`config.mk`:
```
export PLATFORM = sky130hd
export DESIGN_NAME = ram_req_adapter
export DESIGN_NICKNAME = d
export VERILOG_FILES = /design/src/rtl/ram_req_adapter.sv
export SDC_FILE = /design/constraint.sdc
export NUM_CORES = 1
export LEC_CHECK = 0
export ABC_CLOCK_PERIOD_IN_PS = 8200
export BUFFER_PORTS_ARGS = -buffer_cell sky130_fd_sc_hd__buf_2
export CAP_MARGIN = 20
export CELL_PAD_IN_SITES_DETAIL_PLACEMENT = 0
export CELL_PAD_IN_SITES_GLOBAL_PLACEMENT = 2
export CORE_ASPECT_RATIO = 0.75
export CORE_MARGIN = 2
export CORE_UTILIZATION = 30
export CTS_CLUSTER_SIZE = 10
export DETAILED_ROUTE_END_ITERATION = 10
export GPL_ROUTABILITY_DRIVEN = 0
export GPL_TIMING_DRIVEN = 1
export PLACE_DENSITY_LB_ADDON = 0.1
export SLEW_MARGIN = 20
export SYNTH_ARGS = -nofsm -noshare
export SYNTH_HDL_FRONTEND = slang
export SYNTH_SLANG_ARGS = --single-unit
```
`constraint.sdc`:
```
create_clock -name clk_i -period 8.2 [get_ports clk_i]
set_input_delay 1.64 -clock clk_i [delete_from_list [all_inputs] [get_ports clk_i]]
set_output_delay 1.64 -clock clk_i [all_outputs]
set_load 0.03 [all_outputs]
```
`src/rtl/ram_req_adapter.sv`:
```
// ram_req_adapter: valid/ready front-end for a single-port byte-maskable data
// RAM. Each accepted request issues at most one RAM access. Responses come
// back in order through a 2-entry buffer with a same-cycle bypass.
// Optional feature: define RAM_ADAPTER_ERR_CHECK_EN to reject misaligned and
// out-of-range addresses. Rejected requests make no RAM access and return an
// error response.
module ram_req_adapter #(
    parameter int MemAw = 12
) (
    input  logic             clk_i,
    input  logic             rst_ni,
    input  logic             req_valid_i,
    output logic             req_ready_o,
    input  logic             req_we_i,
    input  logic [31:0]      req_addr_i,
    input  logic [3:0]       req_be_i,
    input  logic [31:0]      req_wdata_i,
    output logic             rsp_valid_o,
    input  logic             rsp_ready_i,
    output logic [31:0]      rsp_rdata_o,
    output logic             rsp_err_o,
    output logic             mem_en_o,
    output logic [3:0]       mem_we_o,
    output logic [31:0]      mem_wdata_o,
    output logic [MemAw-1:0] mem_addr_o,
    input  logic [31:0]      mem_rdata_i
);

    logic        w_accept;
    logic        w_err;
    logic        w_push;
    logic        w_pop;
    logic [31:0] w_inf_rdata;

    // Inflight slot: carries the request accepted last cycle into the
    // cycle in which the RAM read data is available.
    logic        r_inf_valid;
    logic        r_inf_we;
    logic        r_inf_err;

    // Response buffer: 2-entry FIFO of {rdata, err}.
    logic [1:0]  r_buf_count;
    logic        r_rd_ptr;
    logic        r_wr_ptr;
    logic [31:0] r_buf_rdata [2];
    logic [1:0]  r_buf_err;

    // Ready depends on registered state only, so the upstream can never
    // form a combinational loop through this block.
    assign req_ready_o = ({1'b0, r_buf_count} + {2'b00, r_inf_valid}) < 3'd2;
    assign w_accept    = req_valid_i & req_ready_o;

`ifdef RAM_ADAPTER_ERR_CHECK_EN
    assign w_err = (req_addr_i[1:0] != 2'b00) || (req_addr_i[31:MemAw+2] != '0);
`else
    assign w_err = 1'b0;
    // Byte offset and bits above the RAM are ignored in this build.
    logic w_unused_addr;
    assign w_unused_addr = ^{req_addr_i[1:0], req_addr_i[31:MemAw+2]};
`endif

    assign mem_addr_o  = req_addr_i[MemAw+1:2];
    assign mem_wdata_o = req_wdata_i;

    // RAM strobes: only a legal accepted request touches the RAM.
    always_comb begin
        mem_en_o = w_accept & ~w_err;
        mem_we_o = (w_accept && !w_err && req_we_i) ? req_be_i : 4'h0;
    end

    // Writes and errored requests return zero data.
    assign w_inf_rdata = (r_inf_we | r_inf_err) ? 32'h0 : mem_rdata_i;

    // The inflight response is stored unless it bypasses straight to a
    // ready consumer from an empty buffer.
    assign w_pop  = (r_buf_count != 2'd0) & rsp_ready_i;
    assign w_push = r_inf_valid & ~((r_buf_count == 2'd0) & rsp_ready_i);

    // Response mux: buffered head first, then bypass of the inflight slot.
    always_comb begin
        // NOTE: defaults first so every path assigns every output; no latches.
        rsp_valid_o = 1'b0;
        rsp_rdata_o = 32'h0;
        rsp_err_o   = 1'b0;
        if (r_buf_count != 2'd0) begin
            rsp_valid_o = 1'b1;
            rsp_rdata_o = r_buf_rdata[r_rd_ptr];
            rsp_err_o   = r_buf_err[r_rd_ptr];
        end else if (r_inf_valid) begin
            rsp_valid_o = 1'b1;
            rsp_rdata_o = w_inf_rdata;
            rsp_err_o   = r_inf_err;
        end
    end

    // Capture the accepted request's kind into the inflight slot.
    always_ff @(posedge clk_i or negedge rst_ni) begin
        if (!rst_ni) begin
            // NOTE: non-blocking assignments for all clocked state.
            r_inf_valid <= 1'b0;
            r_inf_we    <= 1'b0;
            r_inf_err   <= 1'b0;
        end else begin
            r_inf_valid <= w_accept;
            r_inf_we    <= req_we_i;
            r_inf_err   <= w_err;
        end
    end

    // Buffer occupancy and pointers; push and pop together hold the count.
    always_ff @(posedge clk_i or negedge rst_ni) begin
        if (!rst_ni) begin
            r_buf_count <= 2'd0;
            r_rd_ptr    <= 1'b0;
            r_wr_ptr    <= 1'b0;
        end else begin
            if (w_push) r_wr_ptr <= ~r_wr_ptr;
            if (w_pop)  r_rd_ptr <= ~r_rd_ptr;
            case ({w_push, w_pop})
                2'b10:   r_buf_count <= r_buf_count + 2'd1;
                2'b01:   r_buf_count <= r_buf_count - 2'd1;
                default: r_buf_count <= r_buf_count;
            endcase
        end
    end

    // Buffer payload storage.
    // NOTE: payload is not reset; it is only visible while r_buf_count says
    // the entry is valid, and the count itself is reset.
    always_ff @(posedge clk_i) begin
        if (w_push) begin
            r_buf_rdata[r_wr_ptr] <= w_inf_rdata;
            r_buf_err[r_wr_ptr]   <= r_inf_err;
        end
    end

    // Ready gating makes overflow impossible; keep that visible.
    a_buf_no_overflow : assert property (
        @(posedge clk_i) disable iff (!rst_ni) r_buf_count <= 2'd2
    );

endmodule

```
==> flow_summary_export.csv <==
group,metric,value,unit
outcome,status,"finished, final reports clean",
clock_network,root_buffer,"clkbuf_16",
die,die-area,13000,sq um
yosys,synth_top_area_frac,0.544,
global_route,antenna_found_initial,1,
worst_setup_path,cpPeakStageDelay,0.25,ns
sta,rsz0062_at_grt,"no",
clock_network,htree_levels,3,
global_route,grt_max_degree,68,
clock_network,clockBufferDepth,2,
placement,numPortBuffers,80,
die,core_area,11700,sq um
yosys,ys_async_sr_fraction,0.0833,
placement,place_ws,4.10,ns
sta,layout_min_cycle_time,4.09,ns
pwr,p_sw,650,uW
clock_network,clk_latency,0.33,ns
sta,timing.final.crit_share,0.498,
clock_network,clk_pin_slew,0.06,ns
pwr,total_leakage_power,0.00167,uW
yosys,yosys.area.top_type,"edfxtp_1",
pwr,combinationalPowerShare,0.391,
worst_setup_path,crit_type,"in2out",
yosys,syn-num-nets,392,
yosys,synth_area_per_cell,12.7,sq um
global_route,grt.total_usage,0.121,
sta,worstMarginPinSlew,0.842,ns
yosys,ys_ff_latch,72,
worst_hold_path,hp-class,"reg2reg",
pwr,pwr-share-seq,0.356,
sta,layout_setup_ws,4.11,ns
worst_setup_path,slowest_stage,"nor2b_1",
yosys,synthTopCellsByArea,"edfxtp_1 54%, buf_4 9.7%, mux2i_1 9.1%",
die,io_pins,189,
routing,final_antenna_net_count,0,
global_route,grt_pass1_vias,2229,
routing,routed_via_density,4.37,
sta,setup_viol,0,
worst_setup_path,cp-start-kind,"primary input",
sta,tns,0,ns
yosys,ys.flop_type,"edfxtp_1",
pwr,clock_power_share,0.253,
pwr,switching_share,0.406,
routing,wl_per_cell,15.3,microns
sta,slew_headroom,0.439,
yosys,synth_commonest_cells,"66 x edfxtp_1, 47 x buf_4, 33 x mux2i_1, 32 x nand3_1, 29 x o21ai_0",
routing,drt_iter0_drc,76,
worst_setup_path,cp.required,6.56,ns
global_route,grt_pass1_wl,12000,microns
worst_setup_path,r2r_start,"r_inf_valid",
pwr,peakVddDrop,0.000289,V
die,initial_core_util,0.311,
clock_network,cts_setup_buffers,0,
worst_hold_path,worstHoldStart,"r_buf_count[1]",
clock_network,cts_resized,0,
sta,fin_skew,0.00549,ns
placement,dp_hpwl,4410,microns
die,die_y,99.4,microns
die,row_count,34,
layout,fillers,1191,
die,die_w,131,microns
clock_network,numClockSinks,72,
clock_network,cts_tree,"done",
clock_network,postCtsHoldBufs,0,
yosys,syn-cell-area,3640,sq um
run,drv_cap,0,
layout,final_layout_size_suffix_gt1_frac,0.324,
routing,firstDrtPassIters,4,
pwr,power.internal,951,uW
worst_setup_path,startpoint,"mem_rdata_i[23]",
yosys,seq_area_frac_synth,0.585,
yosys,synth-edff-count,66,
global_route,gr-total-overflow,0,
layout,final_nets,425,
yosys,yosysUniqueCellTypes,28,
yosys,yosys_warnings,0,
worst_setup_path,crit_arrival,2.45,ns
yosys,yosysMostFrequentCell,"edfxtp_1",
yosys,synthCells,286,
worst_setup_path,cp-end-kind,"output port",
sta,max_freq,245,MHz
layout,antenna_cells,0,
pwr,power.density,385,nW/um^2
routing,drcViolationCount,0,
sta,report.final.slew_viol_count,0,
routing,wl,7460,microns
layout,area_growth,14.1,%
clock_network,numCtsBuffers,9,
worst_setup_path,critPathMostFrequentCell,"buf_2",
routing,vias,2126,
worst_setup_path,path_cells,"buf_2 -> nor2b_1 -> nand3_1 -> o21ai_0 -> buf_2",
sta,finalHoldViolations,0,
worst_setup_path,path_max_fanout,3,
==> cell families after synthesis <==
kind of cell	count (synthesis)	synth area share
buf+inv	63	0.127
flops	72	0.585
compound gates	34	0.0484
mux	33	0.0907
simple gates	78	0.133
xor+xnor	5	0.0120
fa+ha+maj	1	0.00343
==> power groups by stage <==
stage                     clock network (uW)  logic [uW]  registers, uW
final                                    405         626            570
after global placement                     0         635            581
after CTS                                417         637            575
after detailed placement                   0         635            581
after global routing                     433         682            584
after floorplan                            0         568            518
==> critical path: cells and delay by family <==
kind            cells  cell delay, ns
compound gates      1            0.13
buf+inv             2            0.32
simple gates        2            0.35
==> cells in the final DEF (no fill, tap or decap), types with 2 or more instances in the layout <==
cell type and n:
buf_2 80, edfxtp_1 66, mux2i_1 33, nand3_1 32
o21ai_0 29, and2b_1 24, nor2b_1 9, clkbuf_16 9
dfrtp_1 5, and3_1 4, o21ai_1 3, xnor2_1 3
buf_4 3, nor2_4 2, nor2_1 2, xor2_1 2
clkinvlp_4 2, bufinv_16 2
==> cell type report <==
cell class,count,area [sq um],share of cell area
flip-flops and latches,72,2140,0.514
well taps,162,203,0.0488
clock buffers,10,229,0.0551
multi-input cells,151,1060,0.254
clock inverters,6,83.8,0.0202
inverters,1,3.75,0.000903
repair buffers,84,443,0.107
==> final timing paths <==
kind                       depth (start not counted)            endpoint  slack [ns]
max reg2reg                                        3  r_buf_rdata[1][28]        5.60
min in group asynchronous                          1      r_buf_count[1]        1.12
max                                                5     rsp_rdata_o[23]        4.11
min reg2reg                                        1      r_buf_count[1]        0.57
max in group asynchronous                          1            r_rd_ptr        6.91
min                                                1      r_buf_count[1]        0.57
==> metal layers <==
metal  up-vias  track usage  wire length (microns)
met3        24       0.0484                    541
met5         -            0                      0
met4         0       0.0493                    147
met1       978        0.162                   3650
met2        79        0.175                   3110
li1       1045            -                      -
==> sequential cells by signal (all words and copies together) (netlist names) <==
signal and count:
r_buf_count 2, r_inf_we 1, r_rd_ptr 1, r_wr_ptr 1, r_buf_err 2, r_buf_rdata 64, r_inf_valid 1
==> through the flow <==
stage	total power [uW]	util	cell area [sq um]	hold WS [ns]	instances
6_report	1600	0.355	4160	0.566	486
3_3_place_gp	1220	0.327	3820	0.548	469
4_1_cts	1630	0.353	4130	0.570	485
3_5_place_dp	1220	0.327	3820	0.558	469
2_1_floorplan	1090	-	3640	0.493	286
5_1_grt	1700	0.355	4160	0.600	486
No activity file was read; power rests on OpenSTA's default activity.
